[config.mk]
export PLATFORM = sky130hd
export DESIGN_NAME = fetch
export DESIGN_NICKNAME = d
export VERILOG_FILES = /design/src/rtl/fetch_pkg.sv /design/src/rtl/fetch_buffer.sv /design/src/rtl/fetch.sv
export SDC_FILE = /design/constraint.sdc
export NUM_CORES = 1
export LEC_CHECK = 0
export ABC_AREA = 1
export ABC_CLOCK_PERIOD_IN_PS = 13900
export CORE_UTILIZATION = 59
export DETAILED_ROUTE_END_ITERATION = 7
export GPL_ROUTABILITY_DRIVEN = 0
export PLACE_DENSITY = 0.84
export SYNTH_ARGS = -nofsm -noshare
export SYNTH_HDL_FRONTEND = slang
export SYNTH_HIERARCHICAL = 1
export SYNTH_SLANG_ARGS = --single-unit
[constraint.sdc]
create_clock -name i_clk -period 13.9 [get_ports i_clk]
set_input_delay 2.78 -clock i_clk [delete_from_list [all_inputs] [get_ports i_clk]]
set_output_delay 2.78 -clock i_clk [all_outputs]
set_load 0.05 [all_outputs]
[src/rtl/fetch_pkg.sv]
// fetch_pkg: shared fetch-stage types, the NOP encoding and the FSM states.
package fetch_pkg;

  localparam logic [31:0] INSTR_NOP = 32'h0000_0013;

  typedef struct packed {
    logic [31:0] instr;
    logic [31:0] pc;
    logic        fault;
  } fetch_entry_t;

  typedef enum logic [1:0] {IDLE, REQ, DROP, HALT} state_t;

  localparam fetch_entry_t EMPTY_ENTRY = '{instr: INSTR_NOP, pc: 32'h0, fault: 1'b0};

  function automatic fetch_entry_t fault_entry(input logic [31:0] pc);
    return '{instr: INSTR_NOP, pc: pc, fault: 1'b1};
  endfunction

endpackage

[src/rtl/fetch_buffer.sv]
// fetch_buffer: 2-entry FIFO of fetch entries with registered head and flush.
module fetch_buffer
  import fetch_pkg::*;
(
  input  logic         clk,
  input  logic         rst,
  input  logic         push,
  input  logic         pop,
  input  logic         flush,
  input  fetch_entry_t din,
  output logic [1:0]   count,
  output logic         valid,
  output fetch_entry_t head
);

  fetch_entry_t s0, s1;
  logic do_pop, do_push;

  assign do_pop  = pop && count != 2'd0;
  assign do_push = push && (count != 2'd2 || do_pop);
  assign valid   = count != 2'd0;
  assign head    = s0;

  // s0 is always the oldest entry, so the head needs no read mux
  always_ff @(posedge clk or posedge rst) begin
    if (rst) begin
      count <= 2'd0;
      s0    <= EMPTY_ENTRY;
      s1    <= EMPTY_ENTRY;
    end else if (flush) begin
      count <= 2'd0;
    end else begin
      count <= count + {1'b0, do_push} - {1'b0, do_pop};
      if (do_push && (count == 2'd0 || (count == 2'd1 && do_pop)))
        s0 <= din;
      else if (do_pop && count == 2'd2)
        s0 <= s1;
      if (do_push && (count == 2'd2 || (count == 2'd1 && !do_pop)))
        s1 <= din;
    end
  end

endmodule

[src/rtl/fetch.sv]
// fetch: PC owner issuing word reads to imem and queueing {instr, pc, fault} for decode.
module fetch
  import fetch_pkg::*;
#(
  parameter logic [31:0] RESET_PC = 32'h0000_0000
) (
  input  logic        i_clk,
  input  logic        i_rst,
  output logic        o_imem_req,
  output logic [31:0] o_imem_addr,
  input  logic        i_imem_ack,
  input  logic [31:0] i_imem_data,
  input  logic        i_imem_err,
  output logic        o_valid,
  input  logic        i_ready,
  output logic [31:0] o_instr,
  output logic [31:0] o_pc,
  output logic        o_fault,
  input  logic        i_redirect,
  input  logic [31:0] i_redirect_pc
);

  state_t       state;
  logic [31:0]  pc;
  logic [1:0]   count, count_after;
  logic         ack, push, pop;
  fetch_entry_t din, head;

  assign ack  = o_imem_req && i_imem_ack;
  assign pop  = o_valid && i_ready;
  assign push = !i_redirect && ((state == REQ && ack) ||
                                (state == IDLE && pc[1:0] != 2'b00 && count != 2'd2));
  assign din  = (state == REQ && !i_imem_err) ? '{instr: i_imem_data, pc: pc, fault: 1'b0}
                                              : fault_entry(pc);
  // occupancy once this cycle's push/pop land; a new request needs it below 2
  assign count_after = count + {1'b0, push} - {1'b0, pop};

  assign o_instr = head.instr;
  assign o_pc    = head.pc;
  assign o_fault = head.fault;

  fetch_buffer u_buf (
    .clk   (i_clk),
    .rst   (i_rst),
    .push  (push),
    .pop   (pop),
    .flush (i_redirect),
    .din   (din),
    .count (count),
    .valid (o_valid),
    .head  (head)
  );

  always_ff @(posedge i_clk or posedge i_rst) begin
    if (i_rst) begin
      state       <= IDLE;
      pc          <= RESET_PC;
      o_imem_req  <= 1'b0;
      o_imem_addr <= RESET_PC;
    end else if (i_redirect) begin
      pc <= i_redirect_pc;
      // a request still in flight must complete on the bus before we reissue
      if (o_imem_req && !i_imem_ack) begin
        state <= DROP;
      end else begin
        state      <= IDLE;
        o_imem_req <= 1'b0;
      end
    end else begin
      case (state)
        IDLE: if (count != 2'd2) begin
          if (pc[1:0] == 2'b00) begin
            o_imem_req  <= 1'b1;
            o_imem_addr <= pc;
            state       <= REQ;
          end else begin
            state <= HALT;
          end
        end
        REQ: if (ack) begin
          if (i_imem_err) begin
            o_imem_req <= 1'b0;
            state      <= HALT;
          end else begin
            pc <= pc + 32'd4;
            if (count_after != 2'd2) begin
              o_imem_addr <= pc + 32'd4;
            end else begin
              o_imem_req <= 1'b0;
              state      <= IDLE;
            end
          end
        end
        DROP: if (ack) begin
          o_imem_req <= 1'b0;
          state      <= IDLE;
        end
        HALT: ;
      endcase
    end
  end

endmodule

==> run_results.csv <==
group,metric,value,unit
detailed_routing,drc,0,
cells_and_area,layout_commonest_cell,"nand2_1",
cells_and_area,antenna_cells,0,
detailed_routing,drt_iter0_drc,896,
place,portBuffers,168,
detailed_routing,wirelength,28400,um
worst_setup_path,worstPathArrival,7.02,ns
logic_synthesis,syn_avg_cell_area,7.00,um2
detailed_routing,avgViaCountPerCell,5.52,
logic_synthesis,synth_warnings,6,
worst_setup_path,crit_fanout,66,
logic_synthesis,synth_top_flop_cell,"dfrtp_1",
worst_setup_path,worst_path_max_delay_cell,"inv_2",
logic_synthesis,syn_area,10800,um2
logic_synthesis,synth_top_cell_by_area,"dfrtp_1",
global_route,grt-ovfl-total,0,
clock_network,postCtsSetupRepairBufs,0,
cells_and_area,final_cell_mix,"755 x nand2_1, 193 x dfrtp_1, 168 x clkdlybuf4s50_1",
clock_network,clkTransAtPathRegs,0.07,ns
worst_setup_path,end_kind,"flip-flop",
floorplan,rows,49,
clock_network,cts_resized,0,
global_route,grt_pass1_wl,46900,um
logic_synthesis,synth_area_leaders,"dfrtp_1 45%, nand2_1 26%, nand3_1 6.3%",
cells_and_area,fin_nets,1726,
detailed_routing,wl_per_cell,15.0,um
global_route,grt_pass1_vias,9749,
timing,period_share,48.3,%
logic_synthesis,synthCells,1536,
run,maxCapViolations,0,
cells_and_area,drive_above_1_share,5.00,%
clock_network,clk_latency,0.43,ns
place,placed_area,12400,um2
worst_setup_path,critPathRequiredTime,14.21,ns
clock_network,ctsRootBufferMaster,"clkbuf_16",
worst_setup_path,rr_startpoint,"state[1]",
min_path,hold_end,"u_buf/s1[33]",
clock_network,cts_made_buffers,17,
timing,fin_tns_setup,0,ns
worst_setup_path,path_delay_family,"buffers and inverters",
logic_synthesis,synth-edff-count,0,
cells_and_area,areaGrowthSynthToFinish,20.6,%
timing,worst_pin_slew,1.06,ns
timing,timing.final.ws_setup,7.19,ns
outcome,status,"complete, no violations",
global_route,grt_max_degree,77,
min_path,min_path_cells,2,
worst_setup_path,reg2reg_slack,9.55,ns
logic_synthesis,async_flop_share,100,%
timing,setup_violations,0,
logic_synthesis,ys_ff_latch,199,
floorplan,dieArea,18800,um2
floorplan,ios,169,
logic_synthesis,ys_seq_area_share,46.4,%
timing,slew_viol_final,0,
min_path,hold_path_class,"flip-flop to flip-flop",
min_path,min_from,"u_buf/s1[33]",
detailed_routing,ant_nets,0,
timing,max_slew_margin,29.2,%
timing,rsz0062_at_grt,"false",
logic_synthesis,synth.net_count,1614,
clock_network,clockBufferDepth,2,
worst_setup_path,reg2regPathDepth,15,
worst_setup_path,cp_cell_sequence,"clkdlybuf4s50_1, buf_4, inv_2, nand2_1, o32ai_1, inv_1, nor2_4, buf_4, nand2_2, buf_4, nand2_1, nand2_2, buf_4, inv_2, nand2_1, nand2_1",
worst_setup_path,reg2reg_to,"u_buf/head[47]",
cells_and_area,stdcell_area,13000,um2
floorplan,dieWidth,137,um
floorplan,start_util,60.1,%
timing,hold_viol,0,
logic_synthesis,yosysTopAreaCellShare,44.9,%
power,cellPowerDensity,209,nW/um2
global_route,antenna_found_initial,0,
place,pre_cts_ws,6.79,ns
logic_synthesis,synth_cell_types,31,
clock_network,htreeDepth,4,
worst_setup_path,max_stage_delay,0.59,ns
timing,skew,0.00818,ns
clock_network,cts_tree,"yes",
worst_setup_path,cp-start-kind,"input port",
power,p_leak,6.81,nW
place,placedCellCount,1858,
worst_setup_path,crit_type,"input port to flip-flop",
detailed_routing,num_vias,10400,
timing,finalCriticalPeriod,6.71,ns
floorplan,die_y,137,um
timing,max_freq,149,MHz
place,dp_hpwl,17800,um
worst_setup_path,crit_start,"i_redirect",
cells_and_area,fin_util,72.5,%
clock_network,postCtsHoldBufs,0,
detailed_routing,detail_route.first_pass.iterations,5,
cells_and_area,instances_no_fill,1890,
worst_setup_path,critical_path_buf_inv_count,8,
global_route,grt_usage,31.5,%
floorplan,core,17900,um2
power,vdd_drop_max,0.143,mV
clock_network,clock_sinks,199,
-- state kept, by name, indices dropped and copies added (netlist names) --
name and flops:
state 2, u_buf/s1 65, pc 32, u_buf/count 2, u_buf/head 65, o_imem_req 1
o_imem_addr 32
-- worst reg2reg max path, cell delays in order, from the launching register on --
cell and delay (ns):
dfrtp_1 0.41, inv_1 0.09, ha_1 0.18, inv_2 0.16
o32ai_1 0.45, inv_1 0.13, nor2_4 0.09, buf_4 0.58
nand2_2 0.08, buf_4 0.37, nand2_1 0.17, nand2_2 0.05
buf_4 0.36, inv_2 0.86, nand2_1 0.20, nand2_1 0.12
-- worst max path at each step --
| stage | to | cells after the start |
|---|---|---|
| 4_1_cts | u_buf/head[18] | 16 |
| 5_1_grt | u_buf/head[47] | 16 |
| 2_1_floorplan | u_buf/count[0] | 1 |
| 6_report | u_buf/head[47] | 16 |
| 3_5_place_dp | u_buf/head[14] | 16 |
| 3_3_place_gp | u_buf/head[9] | 16 |
-- cells by family (layout without fill, tap and decap cells) --
family / after synthesis / in the layout / synth area share, %
fa+ha+maj: 8 / 8 / 0.931
compound gates: 46 / 46 / 2.58
xor+xnor: 6 / 6 / 0.489
buf+inv: 189 / 314 / 7.87
simple gates: 1088 / 1088 / 41.8
flops: 199 / 199 / 46.4
-- layout make-up --
type                       instances  area (um2)
tap                              229         287
fill                            1415        4930
sequential                       199        4990
clock buffer                      20         447
multi-input combinational       1148        4940
clock inverter                    12         151
timing repair buffer             180        1770
inverter                         102         385
-- through the flow --
stage / hold WS, ns / power, mW
2_1_floorplan: 0.442 / 1.81
3_3_place_gp: 0.452 / 2.17
4_1_cts: 0.466 / 2.71
3_5_place_dp: 0.455 / 2.20
6_report: 0.463 / 2.71
5_1_grt: 0.479 / 2.88
-- per-layer routing --
metal / vias up / wire (um) / GRT usage, %
met5: - / 0 / 0
met4: 0 / 498 / 10.5
met3: 48 / 2330 / 4.96
met2: 485 / 13200 / 49.7
met1: 4852 / 12300 / 44.3
li1: 5039 / - / -
-- power breakdown --
part	leakage [nW]	internal, mW	total (mW)	switching, mW
sequential	2.60	0.776	0.909	0.133
combinational	3.91	0.388	1.30	0.913
clock	0.290	0.288	0.504	0.216
-- synth_stat cells, types with 3 or more instances --
library cell / number
a21oi_1: 3
buf_1: 8
buf_2: 43
buf_4: 16
buf_6: 3
clkbuf_1: 17
dfrtp_1: 193
dfstp_2: 6
ha_1: 8
inv_1: 95
inv_2: 7
nand2_1: 759
nand2_2: 5
nand3_1: 136
nand4_1: 68
nor2_1: 105
nor2_2: 7
o211ai_1: 13
o21ai_0: 21
o21ai_1: 4
or2_2: 3
xnor2_1: 4
Power figures use the tool's default switching activity.
